==> src/rtl/ravenoc_pkg.sv <==
// Shared flit framing types and widths for the NI packet framer.
package ravenoc_pkg;

  localparam int FLIT_TYPE_W         = 2;
  localparam int FLIT_DATA_WIDTH_DEF = 32;
  localparam int FLIT_WIDTH          = FLIT_DATA_WIDTH_DEF + FLIT_TYPE_W;

  typedef enum logic [1:0] {
    HEAD_FLIT = 2'b00,
    BODY_FLIT = 2'b01,
    TAIL_FLIT = 2'b10
  } flit_type_t;

  typedef enum logic {
    TX_IDLE = 1'b0,
    TX_BODY = 1'b1
  } tx_state_t;

  // VC index width, never narrower than one bit.
  function automatic int vc_width(input int n);
    return (n > 1) ? $clog2(n) : 1;
  endfunction

endpackage

==> src/rtl/router_if.sv <==
// Flit link between the NI and the local router port.
interface router_if #(
  parameter int FLIT_W = 34,
  parameter int VC_W   = 2
);

  typedef struct packed {
    logic [FLIT_W-1:0] fdata;
    logic [VC_W-1:0]   vc_id;
    logic              valid;
  } req_t;

  typedef struct packed {
    logic ready;
  } resp_t;

  req_t  req;
  resp_t resp;

  modport send_flit (output req, input resp);
  modport recv_flit (input req, output resp);

endinterface

==> src/rtl/pkt_skid_buf.sv <==
// Two-entry valid/ready skid: registered output, ready derived from occupancy only.
module pkt_skid_buf #(
  parameter int WIDTH = 8
) (
  input  logic             clk,
  input  logic             arst,
  input  logic             in_valid,
  output logic             in_ready,
  input  logic [WIDTH-1:0] in_data,
  output logic             out_valid,
  input  logic             out_ready,
  output logic [WIDTH-1:0] out_data
);

  logic [WIDTH-1:0] mem [2];
  logic             wr_ptr;
  logic             rd_ptr;
  logic [1:0]       count;
  logic             active;
  logic             push;
  logic             pop;

  // Ready stays low while in reset and for the reset-release edge itself.
  assign in_ready  = active & (count != 2'd2);
  assign out_valid = (count != 2'd0);
  assign out_data  = mem[rd_ptr];
  assign push      = in_valid & in_ready;
  assign pop       = out_valid & out_ready;

  // Storage, pointers and occupancy update.
  always_ff @(posedge clk or negedge arst) begin
    if (!arst) begin
      for (int unsigned i = 0; i < 2; i++) mem[i] <= '0;
      wr_ptr <= 1'b0;
      rd_ptr <= 1'b0;
      count  <= 2'd0;
      active <= 1'b0;
    end else begin
      active <= 1'b1;
      if (push) begin
        mem[wr_ptr] <= in_data;
        wr_ptr      <= ~wr_ptr;
      end
      if (pop) rd_ptr <= ~rd_ptr;
      unique case ({push, pop})
        2'b10:   count <= count + 2'd1;
        2'b01:   count <= count - 2'd1;
        default: count <= count;
      endcase
    end
  end

endmodule

==> src/rtl/pkt_framer.sv <==
// NI packet framer: length-driven TX flit framing and per-VC RX framing checks.
module pkt_framer
  import ravenoc_pkg::*;
#(
  parameter int  FLIT_DATA_WIDTH = 32,
  parameter int  N_VIRT_CHN      = 3,
  parameter int  PKT_WIDTH       = 8,
  parameter int  PKT_SZ_LSB      = 16,
  parameter bit  AUTO_ADD_PKT_SZ = 1'b1,
  localparam int FLIT_W          = FLIT_DATA_WIDTH + FLIT_TYPE_W,
  localparam int VC_W            = vc_width(N_VIRT_CHN)
) (
  input  logic                       clk,
  input  logic                       arst,
  input  logic                       tx_valid,
  output logic                       tx_ready,
  input  logic [VC_W-1:0]            tx_vc,
  input  logic [PKT_WIDTH-1:0]       tx_pkt_sz,
  input  logic [FLIT_DATA_WIDTH-1:0] tx_data,
  router_if.send_flit                local_send,
  router_if.recv_flit                local_recv,
  output logic                       rx_valid,
  input  logic                       rx_ready,
  output logic [VC_W-1:0]            rx_vc,
  output logic [FLIT_DATA_WIDTH-1:0] rx_data,
  output logic                       rx_last,
  output logic [N_VIRT_CHN-1:0]      rx_err,
  input  logic [N_VIRT_CHN-1:0]      err_clr
);

  // ---------------- TX ----------------
  tx_state_t                  tx_state, tx_state_d;
  logic [PKT_WIDTH-1:0]       tx_cnt, tx_cnt_d;
  logic [VC_W-1:0]            tx_vc_q, tx_vc_d, flit_vc;
  logic [FLIT_DATA_WIDTH-1:0] flit_payload;
  flit_type_t                 flit_type;
  logic                       tx_fire;
  logic                       tx_out_valid;
  logic [FLIT_W+VC_W-1:0]     tx_out_data;

  assign tx_fire = tx_valid & tx_ready;

  // Flit type, payload and VC for the beat currently offered.
  always_comb begin
    tx_state_d   = tx_state;
    tx_cnt_d     = tx_cnt;
    tx_vc_d      = tx_vc_q;
    flit_payload = tx_data;
    flit_type    = HEAD_FLIT;
    flit_vc      = tx_vc;
    unique case (tx_state)
      TX_IDLE: begin
        if (AUTO_ADD_PKT_SZ) flit_payload[PKT_SZ_LSB +: PKT_WIDTH] = tx_pkt_sz;
        if (tx_pkt_sz > PKT_WIDTH'(1)) begin
          tx_state_d = TX_BODY;
          tx_cnt_d   = tx_pkt_sz - 1'b1;
          tx_vc_d    = tx_vc;
        end
      end
      TX_BODY: begin
        flit_vc = tx_vc_q;
        if (tx_cnt == PKT_WIDTH'(1)) begin
          flit_type  = TAIL_FLIT;
          tx_state_d = TX_IDLE;
          tx_cnt_d   = '0;
        end else begin
          flit_type = BODY_FLIT;
          tx_cnt_d  = tx_cnt - 1'b1;
        end
      end
      default: ;
    endcase
  end

  // Framing state advances only on an accepted beat.
  always_ff @(posedge clk or negedge arst) begin
    if (!arst) begin
      tx_state <= TX_IDLE;
      tx_cnt   <= '0;
      tx_vc_q  <= '0;
    end else if (tx_fire) begin
      tx_state <= tx_state_d;
      tx_cnt   <= tx_cnt_d;
      tx_vc_q  <= tx_vc_d;
    end
  end

  pkt_skid_buf #(.WIDTH(FLIT_W + VC_W)) u_tx_skid (
    .clk       (clk),
    .arst      (arst),
    .in_valid  (tx_valid),
    .in_ready  (tx_ready),
    .in_data   ({flit_type, flit_payload, flit_vc}),
    .out_valid (tx_out_valid),
    .out_ready (local_send.resp.ready),
    .out_data  (tx_out_data)
  );

  assign local_send.req = {tx_out_data, tx_out_valid};

  // ---------------- RX ----------------
  logic                  rx_in_ready;
  logic [FLIT_W+VC_W-1:0] rx_out_data;
  logic [1:0]            rx_type;
  logic [PKT_WIDTH-1:0]  rx_size;
  logic                  rx_fire;
  logic [PKT_WIDTH-1:0]  rem   [N_VIRT_CHN];
  logic [PKT_WIDTH-1:0]  rem_d [N_VIRT_CHN];
  logic [N_VIRT_CHN-1:0] err_set;

  pkt_skid_buf #(.WIDTH(FLIT_W + VC_W)) u_rx_skid (
    .clk       (clk),
    .arst      (arst),
    .in_valid  (local_recv.req.valid),
    .in_ready  (rx_in_ready),
    .in_data   ({local_recv.req.fdata, local_recv.req.vc_id}),
    .out_valid (rx_valid),
    .out_ready (rx_ready),
    .out_data  (rx_out_data)
  );

  assign local_recv.resp = rx_in_ready;

  assign rx_type = rx_out_data[FLIT_W+VC_W-1 -: FLIT_TYPE_W];
  assign rx_data = rx_out_data[VC_W +: FLIT_DATA_WIDTH];
  assign rx_vc   = rx_out_data[VC_W-1:0];
  assign rx_size = rx_data[PKT_SZ_LSB +: PKT_WIDTH];
  assign rx_fire = rx_valid & rx_ready;
  assign rx_last = rx_valid & ((rx_type == TAIL_FLIT) |
                               ((rx_type == HEAD_FLIT) & (rx_size <= PKT_WIDTH'(1))));

  // Per-VC remaining-flit tracking; errors leave the counter untouched except on HEAD/TAIL.
  always_comb begin
    rem_d   = rem;
    err_set = '0;
    if (rx_fire) begin
      for (int unsigned i = 0; i < N_VIRT_CHN; i++) begin
        if (rx_vc == VC_W'(i)) begin
          unique case (rx_type)
            HEAD_FLIT: begin
              if (rem[i] != '0) err_set[i] = 1'b1;
              rem_d[i] = (rx_size == '0) ? '0 : rx_size - 1'b1;
            end
            BODY_FLIT: begin
              if (rem[i] <= PKT_WIDTH'(1)) err_set[i] = 1'b1;
              else                         rem_d[i]   = rem[i] - 1'b1;
            end
            TAIL_FLIT: begin
              if (rem[i] != PKT_WIDTH'(1)) err_set[i] = 1'b1;
              rem_d[i] = '0;
            end
            default: err_set[i] = 1'b1;
          endcase
        end
      end
    end
  end

  // Counters and sticky errors; a new error beats a same-cycle clear.
  always_ff @(posedge clk or negedge arst) begin
    if (!arst) begin
      for (int unsigned i = 0; i < N_VIRT_CHN; i++) rem[i] <= '0;
      rx_err <= '0;
    end else begin
      rem    <= rem_d;
      rx_err <= (rx_err & ~err_clr) | err_set;
    end
  end

endmodule

==> src/flat_wrapper.sv <==
// flat-port wrapper written by rule: the top's interface ports become plain ports
module pkt_framer_flat import ravenoc_pkg::*;
#(
  parameter int  FLIT_DATA_WIDTH = 32,
  parameter int  N_VIRT_CHN      = 3,
  parameter int  PKT_WIDTH       = 8,
  parameter int  PKT_SZ_LSB      = 16,
  parameter bit  AUTO_ADD_PKT_SZ = 1'b1,
  localparam int FLIT_W          = FLIT_DATA_WIDTH + FLIT_TYPE_W,
  localparam int VC_W            = vc_width(N_VIRT_CHN)
)
  (clk, arst, tx_valid, tx_ready, tx_vc, tx_pkt_sz, tx_data, rx_valid, rx_ready, rx_vc, rx_data, rx_last, rx_err, err_clr, local_send_req, local_send_resp, local_recv_req, local_recv_resp);
  router_if #(.FLIT_W(34), .VC_W(2)) local_send_i ();
  router_if #(.FLIT_W(34), .VC_W(2)) local_recv_i ();
  input  logic clk;
  input  logic arst;
  input  logic tx_valid;
  output logic tx_ready;
  input  logic [VC_W-1:0] tx_vc;
  input  logic [PKT_WIDTH-1:0] tx_pkt_sz;
  input  logic [FLIT_DATA_WIDTH-1:0] tx_data;
  output logic rx_valid;
  input  logic rx_ready;
  output logic [VC_W-1:0] rx_vc;
  output logic [FLIT_DATA_WIDTH-1:0] rx_data;
  output logic rx_last;
  output logic [N_VIRT_CHN-1:0] rx_err;
  input  logic [N_VIRT_CHN-1:0] err_clr;
  output wire logic [$bits(local_send_i.req)-1:0] local_send_req;
  input wire logic [$bits(local_send_i.resp)-1:0] local_send_resp;
  input wire logic [$bits(local_recv_i.req)-1:0] local_recv_req;
  output wire logic [$bits(local_recv_i.resp)-1:0] local_recv_resp;
  assign local_send_req = local_send_i.req;
  assign local_send_i.resp = local_send_resp;
  assign local_recv_i.req = local_recv_req;
  assign local_recv_resp = local_recv_i.resp;
  pkt_framer #(.FLIT_DATA_WIDTH(FLIT_DATA_WIDTH), .N_VIRT_CHN(N_VIRT_CHN), .PKT_WIDTH(PKT_WIDTH), .PKT_SZ_LSB(PKT_SZ_LSB), .AUTO_ADD_PKT_SZ(AUTO_ADD_PKT_SZ)) u_core (.clk(clk), .arst(arst), .tx_valid(tx_valid), .tx_ready(tx_ready), .tx_vc(tx_vc), .tx_pkt_sz(tx_pkt_sz), .tx_data(tx_data), .local_send(local_send_i), .local_recv(local_recv_i), .rx_valid(rx_valid), .rx_ready(rx_ready), .rx_vc(rx_vc), .rx_data(rx_data), .rx_last(rx_last), .rx_err(rx_err), .err_clr(err_clr));
endmodule
==> config.mk <==
export PLATFORM = sky130hd
export DESIGN_NAME = pkt_framer_flat
export DESIGN_NICKNAME = d
export VERILOG_FILES = /design/src/rtl/ravenoc_pkg.sv /design/src/rtl/router_if.sv /design/src/rtl/pkt_skid_buf.sv /design/src/rtl/pkt_framer.sv /design/src/flat_wrapper.sv
export SDC_FILE = /design/constraint.sdc
export NUM_CORES = 1
export LEC_CHECK = 0
export ABC_AREA = 1
export CORE_MARGIN = 5
export CORE_UTILIZATION = 30
export CTS_CLUSTER_SIZE = 16
export DETAILED_ROUTE_END_ITERATION = 8
export PLACE_DENSITY = 0.57
export SKIP_LAST_GASP = 1
export SYNTH_ARGS = -nofsm -noshare
export SYNTH_HDL_FRONTEND = slang
export SYNTH_HIERARCHICAL = 1
export SYNTH_SLANG_ARGS = --single-unit
==> constraint.sdc <==
create_clock -name clk -period 4.7 [get_ports clk]
set_input_delay 0.705 -clock clk [delete_from_list [all_inputs] [get_ports clk]]
set_output_delay 0.705 -clock clk [all_outputs]
set_load 0.03 [all_outputs]
* Yosys cells after proc, flatten, opt, wreduce, memory -nomap -nowiden
Index checks and enable logic that the tools add are counted.
** Word-level totals
- Logic and storage cells :: 143
- Output and inout bits :: 78
- Bits of input ports :: 87
- Register bits after elaboration :: 191
** Cells by class
- Multiplexer cells :: 47
- Bitwise operators :: 21
- Equal/unequal tests :: 18
- Reduce and logical (&&, ||, !) cells :: 18
- Order comparisons :: 11
- $add $sub $neg :: 10
** Operator list (number)
- $mux W36 :: 8
- $bwmux W72 :: 2
- $demux W36 S1 :: 2
- $pmux W8 S3 :: 3
- $mux W8 :: 7
- $sub A8 B1 Y8 const B :: 6
- $le A8 B1 Y1 const B :: 4
- $ne A8 B1 Y1 const B :: 3
- $reduce_bool A8 Y1 :: 3
- $pmux W8 S2 :: 1
- $mux W1 :: 14
- $reduce_and A4 Y1 :: 3
- $ne A2 B2 Y1 const B :: 5
- $pmux W1 S3 :: 3
- $and A1 B1 Y1 :: 8
- $eq A2 B1 Y1 const B :: 4
- $eq A2 B2 Y1 const B :: 4
- $eq A8 B1 Y1 const B :: 1
- $ge A2 B2 Y1 const B :: 4
- $gt A8 B1 Y1 const B :: 1
- $logic_not A8 Y1 :: 1
- $not A1 Y2 :: 4
- $pmux W2 S2 :: 2
- $reduce_bool A2 Y1 :: 4
- other kinds (17) :: 28

* Logic depth before layout (Yosys ltp)
- Depth after elaboration :: 9
- Gate-level depth with buffers :: 14
- Gate-level depth less buffers :: 12

* Cells and area by module
The synthesis kept the hierarchy.
** By module, submodules not included
- pkt_skid_buf at u_core.u_rx_skid :: cells an instance 462, times used 1, seq. area each 1926.8 um^2, area an instance 3696.0 um^2
- pkt_skid_buf at u_core.u_tx_skid :: cells an instance 462, times used 1, seq. area each 1926.8 um^2, area an instance 3642.2 um^2
- pkt_framer :: cells an instance 513, times used 1, seq. area each 950.9 um^2, area an instance 3289.4 um^2

* Worst setup path before layout
Ideal clock, no wire load.
- Path type :: reg-to-output
- Start :: reg u_core.u_rx_skid.rd_ptr
- End :: out rx_last
- Cell stages (with the launch flop) :: 12
- Arrival time :: 2.408 ns
- Slack :: 1.587 ns
- Data required time :: 3.995 ns
- Path buffers :: 2
- Cells stage by stage :: dfrtp_1 > buf_2 > inv_2 > buf_2 > nand2_1 > nand2_1 > inv_1 > ha_1 > nand2_4 > a21oi_1 > nand2_1 > a21boi_0
** On the way
- Longest elaborated chain between the ends :: 8
- Elaborated cells between the ends (all ways) :: 10
- Classes of those cells :: order compare: 1; eq/ne: 1; mux: 3; bitwise: 4; reduce/logical: 1
** RTL lines
- start, declared :: line pkt_skid_buf.sv:17 : logic rd_ptr;
- start signal, assigned :: line pkt_skid_buf.sv:44 : if (pop) rd_ptr <= ~rd_ptr;
- $not A1 Y2 (not written as such) :: line pkt_skid_buf.sv:26 : assign out_data = mem[rd_ptr];
- $mux W36 (not written as such) (3 in a row) :: line pkt_skid_buf.sv:26
- via rx_data[16] :: line flat_wrapper.sv:25 : output logic [FLIT_DATA_WIDTH-1:0] rx_data;
- $le A8 B1 Y1 :: line pkt_framer.sv:130 : ((rx_type == HEAD_FLIT) & (rx_size <= PKT_WIDTH'(1))));
- $and A1 B1 Y1 :: line pkt_framer.sv:130
- $or A1 B1 Y1 :: line pkt_framer.sv:129 : assign rx_last = rx_valid & ((rx_type == TAIL_FLIT) |
- $and A1 B1 Y1 :: line pkt_framer.sv:129
- end, declared :: line flat_wrapper.sv:26 : output logic rx_last;
The timed path passes the listed nets, and every way through them passes these cells. The select of a mux whose other input is x is not followed.

* Worst setup path in the final report
- Start :: reg u_core.u_rx_skid.rd_ptr
- End :: out rx_last
** On the way
- Longest elaborated chain between the ends :: 8
- Elaborated cells between the ends (all ways) :: 10
- Classes of those cells :: order compare: 1; eq/ne: 1; mux: 3; bitwise: 4; reduce/logical: 1
** RTL lines (line)
- $not A1 Y2 (not written as such) * :: pkt_skid_buf.sv:26
- $mux W36 (not written as such) * (3 in a row) :: pkt_skid_buf.sv:26
- $le A8 B1 Y1 or $logic_not A2 Y1 (tied branches) :: pkt_framer.sv:130
- $and A1 B1 Y1 :: pkt_framer.sv:130
- $or A1 B1 Y1 * :: pkt_framer.sv:129
- $and A1 B1 Y1 * :: pkt_framer.sv:129
Mark *: on every way between the ends. The rest lies on a longest branch, timed or not. The select of a mux whose other input is x is not followed.

==> flow_summary.yaml <==
timing:
  tightest_slew_ns: 1.127
  period_share_pct: 78.89
  setup_viol: 0
  rsz0062_at_grt: "false"
  final.setup.tns_ns: 0
  relSlewSlack_pct: 24.66
  fmax_mhz: 269.7
  whs_ns: 0.3532
  slew_violations: 0
  finClkSkew_ns: 0.01502
  hold_viol: 0
  period_minus_slack_ns: 3.708
die:
  dieArea_sq_mm: 0.03929
  fp.dieW_um: 198.2
  die_y_um: 198.2
  rows: 69
  initial_core_util_pct: 30.10
  core_sq_mm: 0.03531
  io_pins: 165
hold_path:
  hold_path.class: "input port to async pin"
yosys:
  synth_area_leaders: "dfrtp_1 (45%), nand2_1 (25%), nand4_1 (8.8%)"
  seq_area_frac_synth_pct: 45.21
  synth_edf_count: 0
  yosys.area.top_type_share_pct: 45.21
  async_reset_ff_share_pct: 100.0
  synth_area_sq_mm: 0.01063
  syn_avg_cell_area_sq_um: 7.396
  synth_cells: 1437
  ys_types: 40
  yosysTopAreaCell: "dfrtp_1"
  synthesis.nets: 1543
  synth_flop_cell: "dfrtp_1"
  yosysWarnings: 6
  yosys_register_bits: 192
placed_design:
  gp_congestion: 0.7931
  dp_hpwl_um: 20150
  io_buffers: 164
  post_dp_cell_area_sq_mm: 0.01251
critical_path:
  rr_startpoint: "u_core/u_rx_skid/rd_ptr"
  crit_slowest_cell: "clkdlybuf4s50_1"
  critical_path_class: "flip-flop to output port"
  worst-path-max-fanout: 37
  worstRegToRegCells: 11
  cp_num_buf_inv: 3
  startpoint: "u_core/u_rx_skid/rd_ptr"
  crit_path_end_kind: "output port"
  cpMostUsedCell: "nand2_1"
  crit_family: "buffers and inverters"
  critical_path_required_ns: 3.99
  critical-path-max-stage-delay_ns: 0.72
  r2r_end: "u_core/rem[18]"
  cp_cell_sequence: "inv_2, nand2_1, nand2_1, inv_1, ha_1, nand2_4, a21oi_1, nand2_1, a21boi_0, clkdlybuf4s50_1"
  r2r_slack_ns: 1.86
  cp.arrival_ns: 3.00
  worstSetupStartpointType: "flip-flop"
routing:
  post-route-drc-count: 0
  drtIter0Drc: 771
  via_count: 9940
  wirelength_um: 31160
  routedWlPerCell_um: 15.37
  detail-route-antenna-nets: 0
  firstDrtPassIters: 5
  viasPerCell: 4.904
power:
  irDropWorstVdd_v: 0.0004074
  p_per_area_mw_per_mm2: 777.8
  p_leak_nw: 6.748
layout:
  design_area_sq_mm: 0.01315
  area_growth_pct: 23.75
  fill_cells: 3616
  diodes: 0
  drive_above_1_share_pct: 6.386
  regArea_sq_mm: 0.004806
  finalNetCount: 1659
  multi_input_area_sq_mm: 0.005081
grt:
  grt_max_degree: 110
  grt_overflow: 0
  grt_pass1_vias: 9680
  grt_first_pass_wirelength_um: 51560
  grt_use_total_pct: 16.14
  antenna_found_initial: 0
clocking:
  h-tree-depth: 4
  cts.sinks: 192
  cts_tree: "built"
  clk_pin_slew_ns: 0.08
  root_buffer: "clkbuf_16"
  cts_hold_buf: 0
  postCtsSetupRepairBufs: 0
  clockBufferDepth: 2
  clock_latency_ns: 0.44
  numCtsBuffers: 17
  cts_repair_resize_count: 0
run_status:
  outcome: "finished clean"
run:
  cap_violations: 0
## metal layers
layer	routed length [um]	vias to the layer above	GRT usage, %
met5	0	-	0
met4	548	0	4.667
met3	2076	28	3.165
met2	14590	320	25.73
met1	13940	4744	22.39
li1	-	4848	-
## power breakdown
group	total (mW)	switching [mW]	internal, mW
clock network	1.61	0.672	0.941
logic	5.69	3.74	1.95
registers	2.93	0.540	2.39
## flip-flops by register name, indices dropped and copies added (netlist names)
register                 flops
u_core/rx_err                3
u_core/u_tx_skid/rd_ptr      1
u_core/tx_vc_q               2
u_core/u_rx_skid/wr_ptr      1
u_core/tx_cnt                8
u_core/u_tx_skid/mem        72
u_core/u_rx_skid/rd_ptr      1
u_core/rem                  24
u_core/u_rx_skid/count       2
u_core/u_rx_skid/mem        72
u_core/u_tx_skid/wr_ptr      1
u_core/u_tx_skid/count       2
u_core/u_rx_skid/active      1
u_core/tx_state              1
u_core/u_tx_skid/active      1
## how the worst max path moves through the flow
stage	end	slack (ns)	depth (start not counted)
finish	rx_last	0.99	10
CTS	rx_last	0.92	10
floorplan	rx_last	1.59	11
detailed placement	rx_last	1.43	10
global placement	rx_last	1.43	9
global route	rx_last	0.71	10
## per-stage QoR
| step | util [%] | setup slack (ns) | power [mW] | std cells |
|---|---|---|---|---|
| global placement | 35.42 | 1.426 | 8.591 | 1995 |
| floorplan | - | 1.587 | 6.741 | 1437 |
| finish | 37.25 | 0.9923 | 10.23 | 2027 |
| detailed placement | 35.42 | 1.429 | 8.647 | 1995 |
| CTS | 37.25 | 0.9249 | 10.33 | 2027 |
| global route | 37.25 | 0.7089 | 11.07 | 2027 |
## cell usage in the layout, fill, tap and decap left out, drive strengths merged
cell type / instances
a21boi: 1
a21oi: 11
buf: 13
bufinv: 4
clkbuf: 22
clkdlybuf4s50: 161
clkinv: 2
clkinvlp: 2
conb: 2
dfrtp: 192
ha: 19
inv: 86
mux2i: 1
nand2: 728
nand3: 43
nand3b: 2
nand4: 154
nor2: 62
nor3: 2
nor3b: 1
o21a: 1
o21ai: 40
o21bai: 4
or2: 1
xnor2: 3
xor2: 9
## layout make-up
cell class	instances	area share (%)
clock buffer	21	3.577
multi-input combinational	1084	38.64
sequential	192	36.54
inverter	83	2.369
timing repair buffer	175	13.16
tap	461	4.386
clock inverter	11	1.332
## cells by family (layout without fill, tap and decap cells)
family / after synthesis / count (layout) / share of synthesized area (%)
multiplexers: 1 / 1 / 0.09419
flip-flops: 192 / 192 / 45.21
AND/OR/NAND/NOR: 993 / 993 / 41.21
buffers and inverters: 161 / 290 / 7.123
adder cells (fa/ha/maj): 19 / 19 / 2.237
other: 2 / 2 / 0.07066
XOR/XNOR: 12 / 12 / 0.9890
AO/OA/AOI/OAI: 57 / 57 / 3.073
## cells in the mapped netlist (9+ instances only)
master,n
dfrtp_1,192
nand2_1,720
buf_1,13
o21ai_0,23
a21oi_1,9
nand3_1,35
nor2_1,48
inv_2,11
o21ai_1,12
inv_1,72
buf_2,35
nand4_1,150
ha_1,19
xor2_1,9
clkbuf_1,12
No activity file was read; power rests on OpenSTA's default activity.
==> variant 1 (same flow settings) <==
`PKT_WIDTH` is set to 8 in 2 places; all go to 7.
--- a/src/rtl/pkt_framer.sv
+++ b/src/rtl/pkt_framer.sv
@@ -4,7 +4,7 @@
 #(
   parameter int  FLIT_DATA_WIDTH = 32,
   parameter int  N_VIRT_CHN      = 3,
-  parameter int  PKT_WIDTH       = 8,
+  parameter int  PKT_WIDTH       = 7,
   parameter int  PKT_SZ_LSB      = 16,
   parameter bit  AUTO_ADD_PKT_SZ = 1'b1,
   localparam int FLIT_W          = FLIT_DATA_WIDTH + FLIT_TYPE_W,
--- a/src/flat_wrapper.sv
+++ b/src/flat_wrapper.sv
@@ -3,7 +3,7 @@
 #(
   parameter int  FLIT_DATA_WIDTH = 32,
   parameter int  N_VIRT_CHN      = 3,
-  parameter int  PKT_WIDTH       = 8,
+  parameter int  PKT_WIDTH       = 7,
   parameter int  PKT_SZ_LSB      = 16,
   parameter bit  AUTO_ADD_PKT_SZ = 1'b1,
   localparam int FLIT_W          = FLIT_DATA_WIDTH + FLIT_TYPE_W,
Interface: changed (resized tx_pkt_sz); port bits go from 165 to 164. The function was not compared with the original's and may differ.
==> variant 1 against the unedited design <==
- count of clock-buffer cells in the layout is the same
- worst setup slack gained 97 ps
- wire length shrank 2.6%
- synthesized cell count shrank 4.2%
- final area shrank 3.5%
- total power shrank 4.4%
- area after synthesis shrank 3.8%
- sequential cell count shrank 4
- sequential share of layout area grew 0.52 points
- final cell count shrank 3.7%
- non-clock buffer count shrank 2
- fmax grew 2.7%
- largest cell class unchanged
- highest routed layer unchanged
==> variant 1: results (changes against the unedited design) <==
top post-synthesis cells by count=700 x nand2_1, 188 x dfrtp_1, 150 x nand4_1, 62 x inv_1, 34 x buf_2; complex-gate fraction of the synthesized area=3.05% (-0.026 points); Buffers on Ports=163 (-0.61%); Peak VDD IR=0.503 mV (+23%); DP Area=12100 sq um (-3.3%); worst hold slack=367 ps (+13.5 ps); initial DRC count=751 (-2.6%); filler cell count=3480 (-3.8%); Post-Place Cells=1921 (-3.7%); met2 WL=14100 um (-3.1%); first-pass GRT wire length=49800 um (-3.4%); largest cells by area after synthesis=dfrtp_1 46%, nand2_1 26%, nand4_1 9.2%; wirelength, routed=30300 um (-2.6%); Layout Nets=1597 (-3.7%); status=completed; wl on met1=14100 um (+1.1%); RD Place Congestion=0.833 (+5.1%); Regs by FF count=u_core/u_rx_skid/mem x72, u_core/u_tx_skid/mem x72, u_core/rem x21; worst r2r dst=u_core/rem[11]; sequential area share after synthesis=46.0% (+0.80 points); largest net degree at the start of global routing=114 (+3.6%); Routed met3 length=1530 um (-26%); vias in the first global route=9203 (-4.9%); post-synthesis mux area share=0% (-0.094 points); vias=9470 (-4.7%); Wirelength per Cell=15.5 um (+1.1%); gr usage total=15.9% (-0.23 points); Data arrival, critical path=2910 ps (-90 ps); Slew HR=21.3% (-3.3 points); share of layout cells above drive strength 1=6.58% (+0.20 points); Resize count post-CTS=0 (unchanged); Clock Skew=15.7 ps (+0.645 ps); Leakage=0.00652 uW (-3.4%)
## variant 1: layer usage
metal	vias to the layer above	GRT usage (%)
li1	4655	-
met1	4524	22.0
met5	-	0
met4	0	4.66
met3	35	3.22
met2	256	25.4
## variant 1: layout make-up
type,instances,share of cell area (%)
Timing Repair Buffer,173,13.5
Inverter,80,2.37
Multi-Input combinational cell,1032,37.9
Clock buffer,21,3.63
Clock inverter,10,1.11
Tap cell,448,4.42
Sequential cell,188,37.1
## variant 1: worst max-delay path, stage by stage (launching register included)
cell	delay, ps
dfrtp_1	390
inv_2	530
nand2_1	110
nand2_1	140
inv_1	90
ha_1	170
o21ai_0	180
nor3_1	60
o21a_1	190
clkdlybuf4s50_1	600
## variant 1: how the worst max path moves through the flow
| stage | start | endpoint | slack [ps] | depth (start not counted) |
|---|---|---|---|---|
| after global placement | u_core/u_rx_skid/rd_ptr | rx_last | 1560 | 9 |
| final | u_core/u_rx_skid/rd_ptr | rx_last | 1090 | 9 |
| after CTS | u_core/u_rx_skid/rd_ptr | rx_last | 1020 | 9 |
| after detailed placement | u_core/u_rx_skid/rd_ptr | rx_last | 1520 | 9 |
| after floorplan | u_core/u_rx_skid/rd_ptr | rx_last | 2110 | 10 |
| after global routing | u_core/u_rx_skid/rd_ptr | rx_last | 820 | 9 |
## variant 1: kinds of logic (layout without fill, tap and decap cells)
family | Yosys count | count (layout)
DFF | 188 | 188
adders and majority gates | 19 | 19
other | 2 | 2
buffers and inverters | 157 | 284
AOI/OAI and AO/OA | 55 | 55
xor gates and xnor gates | 11 | 11
and+or+nand+nor | 945 | 945
## variant 1: power by group
part | internal [uW] | switching (uW) | total (uW) | leakage, uW
sequential | 2350 | 458 | 2800 | 0.00236
clock | 864 | 667 | 1530 | 0.000289
combinational | 1860 | 3590 | 5450 | 0.00387
==> variant 2 (config.mk and constraints unchanged) <==
Without the edit above. Make the reset (`arst`) synchronous in 3 clocked blocks.
--- a/src/rtl/pkt_skid_buf.sv
+++ b/src/rtl/pkt_skid_buf.sv
@@ -28,7 +28,7 @@
   assign pop       = out_valid & out_ready;
 
   // Storage, pointers and occupancy update.
-  always_ff @(posedge clk or negedge arst) begin
+  always_ff @(posedge clk) begin
     if (!arst) begin
       for (int unsigned i = 0; i < 2; i++) mem[i] <= '0;
       wr_ptr <= 1'b0;
--- a/src/rtl/pkt_framer.sv
+++ b/src/rtl/pkt_framer.sv
@@ -73,7 +73,7 @@
   end
 
   // Framing state advances only on an accepted beat.
-  always_ff @(posedge clk or negedge arst) begin
+  always_ff @(posedge clk) begin
     if (!arst) begin
       tx_state <= TX_IDLE;
       tx_cnt   <= '0;
@@ -157,7 +157,7 @@
   end
 
   // Counters and sticky errors; a new error beats a same-cycle clear.
-  always_ff @(posedge clk or negedge arst) begin
+  always_ff @(posedge clk) begin
     if (!arst) begin
       for (int unsigned i = 0; i < N_VIRT_CHN; i++) rem[i] <= '0;
       rx_err <= '0;
Behaviour: differs if arst is asserted again (counterexample within 4 cycles, from zero or initial values and one cycle with arst low); with arst held inactive, the same outputs for 4 cycles.
==> variant 2 against the unedited design <==
- final area is 2.1% lower
- final cell count is 18% lower
- register-to-register slack better by 390 ps
- wire length is 16% lower
- worst setup slack better by 44 ps
- sequential share of layout area is 4.8 points higher
- area after synthesis is 3.0% lower
- sequential cell count is 2 higher
- hold slack better by 120 ps
Power is not compared: it rests on default switching activity, and its combinational part moved more than twofold at a synthesized area within 25%.
==> variant 2: results (changes against the unedited design) <==
Post-synth EDFFs=144 (+144); ClkCell Share=4.53% (-0.38 points); RD Place Congestion=0.826 (+4.2%); first-pass GRT wire length=41400 um (-20%); worst hold slack=474 ps (+120 ps); fmax=273 MHz (+1.2%); top post-synthesis cells by count=145 x inv_1, 144 x edfxtp_1, 137 x nand2_1, 115 x nor2_1, 89 x nor3_1; Gate Count Post-Synth=1061 (-26%); Mapped Nets=1167 (-24%); initial DRC count=384 (-50%); Layout Nets=1313 (-21%); Reg2Reg Setup Slack=2250 ps (+390 ps); largest net degree at the start of global routing=39 (-65%); largest cells by area after synthesis=edfxtp_1 42%, dfxtp_1 9.7%, mux2_2 7.9%; worst min path class=reg -> reg; DP Area=12300 sq um (-1.7%); critical-path maximum fanout=19 (-49%); routed vias/inst=4.60 (-6.2%); vias in the first global route=7658 (-21%); Net Sw Power=1590 uW; ANT cells=0 (unchanged); Peak VDD IR=~0.26 mV; clock sinks=194 (+1.0%); Rows=67 (-2.9%); DP Worst Slack=1510 ps (+85.6 ps); Non-clk bufs=176 (+0.57%); multi-input gate share of total cell area=31.9% (-6.7 points); sequential cell area share=41.4% (+4.8 points); sequential area share after synthesis=51.7% (+6.5 points); gr usage total=13.4% (-2.7 points); share of layout cells above drive strength 1=17.4% (+11 points); CTS Buf Count=17 (unchanged); Slew HR=36.2% (+11 points); filler cell count=3383 (-6.4%); Clock Skew=15.2 ps (+0.217 ps); number of multi-input logic gates=665 (-39%); inverters=153 (+84%); status=completed; Post-Place Cells=1636 (-18%); wirelength, routed=26100 um (-16%); Hold Path Stages=2; clk buf depth=2 (unchanged); Final non-clock buffer share=13.4% (+0.25 points); hpwl dp=17300 um (-14%); Wirelength per Cell=15.6 um (+1.8%); FFs w/ async S/R, synth=0% (-100 points); Data arrival, critical path=2960 ps (-40 ps); first-pass iteration count of the detailed router=5 (unchanged); Cell variety after synth=38 (-5.0%)
[variant 2: worst max-delay path, stage by stage, from the launching register on]
cell,delay [ps]
dfxtp_1,390
buf_4,300
mux2_2,390
inv_1,110
ha_1,250
o211ai_1,120
nor2_1,120
o21a_1,160
clkdlybuf4s50_1,680
[variant 2: worst paths after layout]
check | from | endpoint
worst max register to register | flip-flop | u_core/rem[21]
worst max-delay path | flip-flop | rx_last
worst min register to register | u_core/rx_err[2] | u_core/rx_err[2]
worst min-delay path | u_core/rx_err[2] | u_core/rx_err[2]
[variant 2: metal layers]
layer / track usage, % / share of wire [%] / routed length, um
met3: 2.93 / 5.6 / 1460
met2: 21.1 / 46 / 11900
met4: 3.90 / 1.7 / 439
met1: 18.6 / 47 / 12300
met5: 0 / 0 / 0
[variant 2: logic make-up after synthesis]
family          after synthesis  share of synthesized area [%]
simple gates                459                           23.0
buf+inv                     202                           8.69
flops                       194                           51.7
compound gates              101                           5.22
mux                          73                           7.97
fa+ha+maj                    19                           2.31
xor+xnor                     13                           1.10
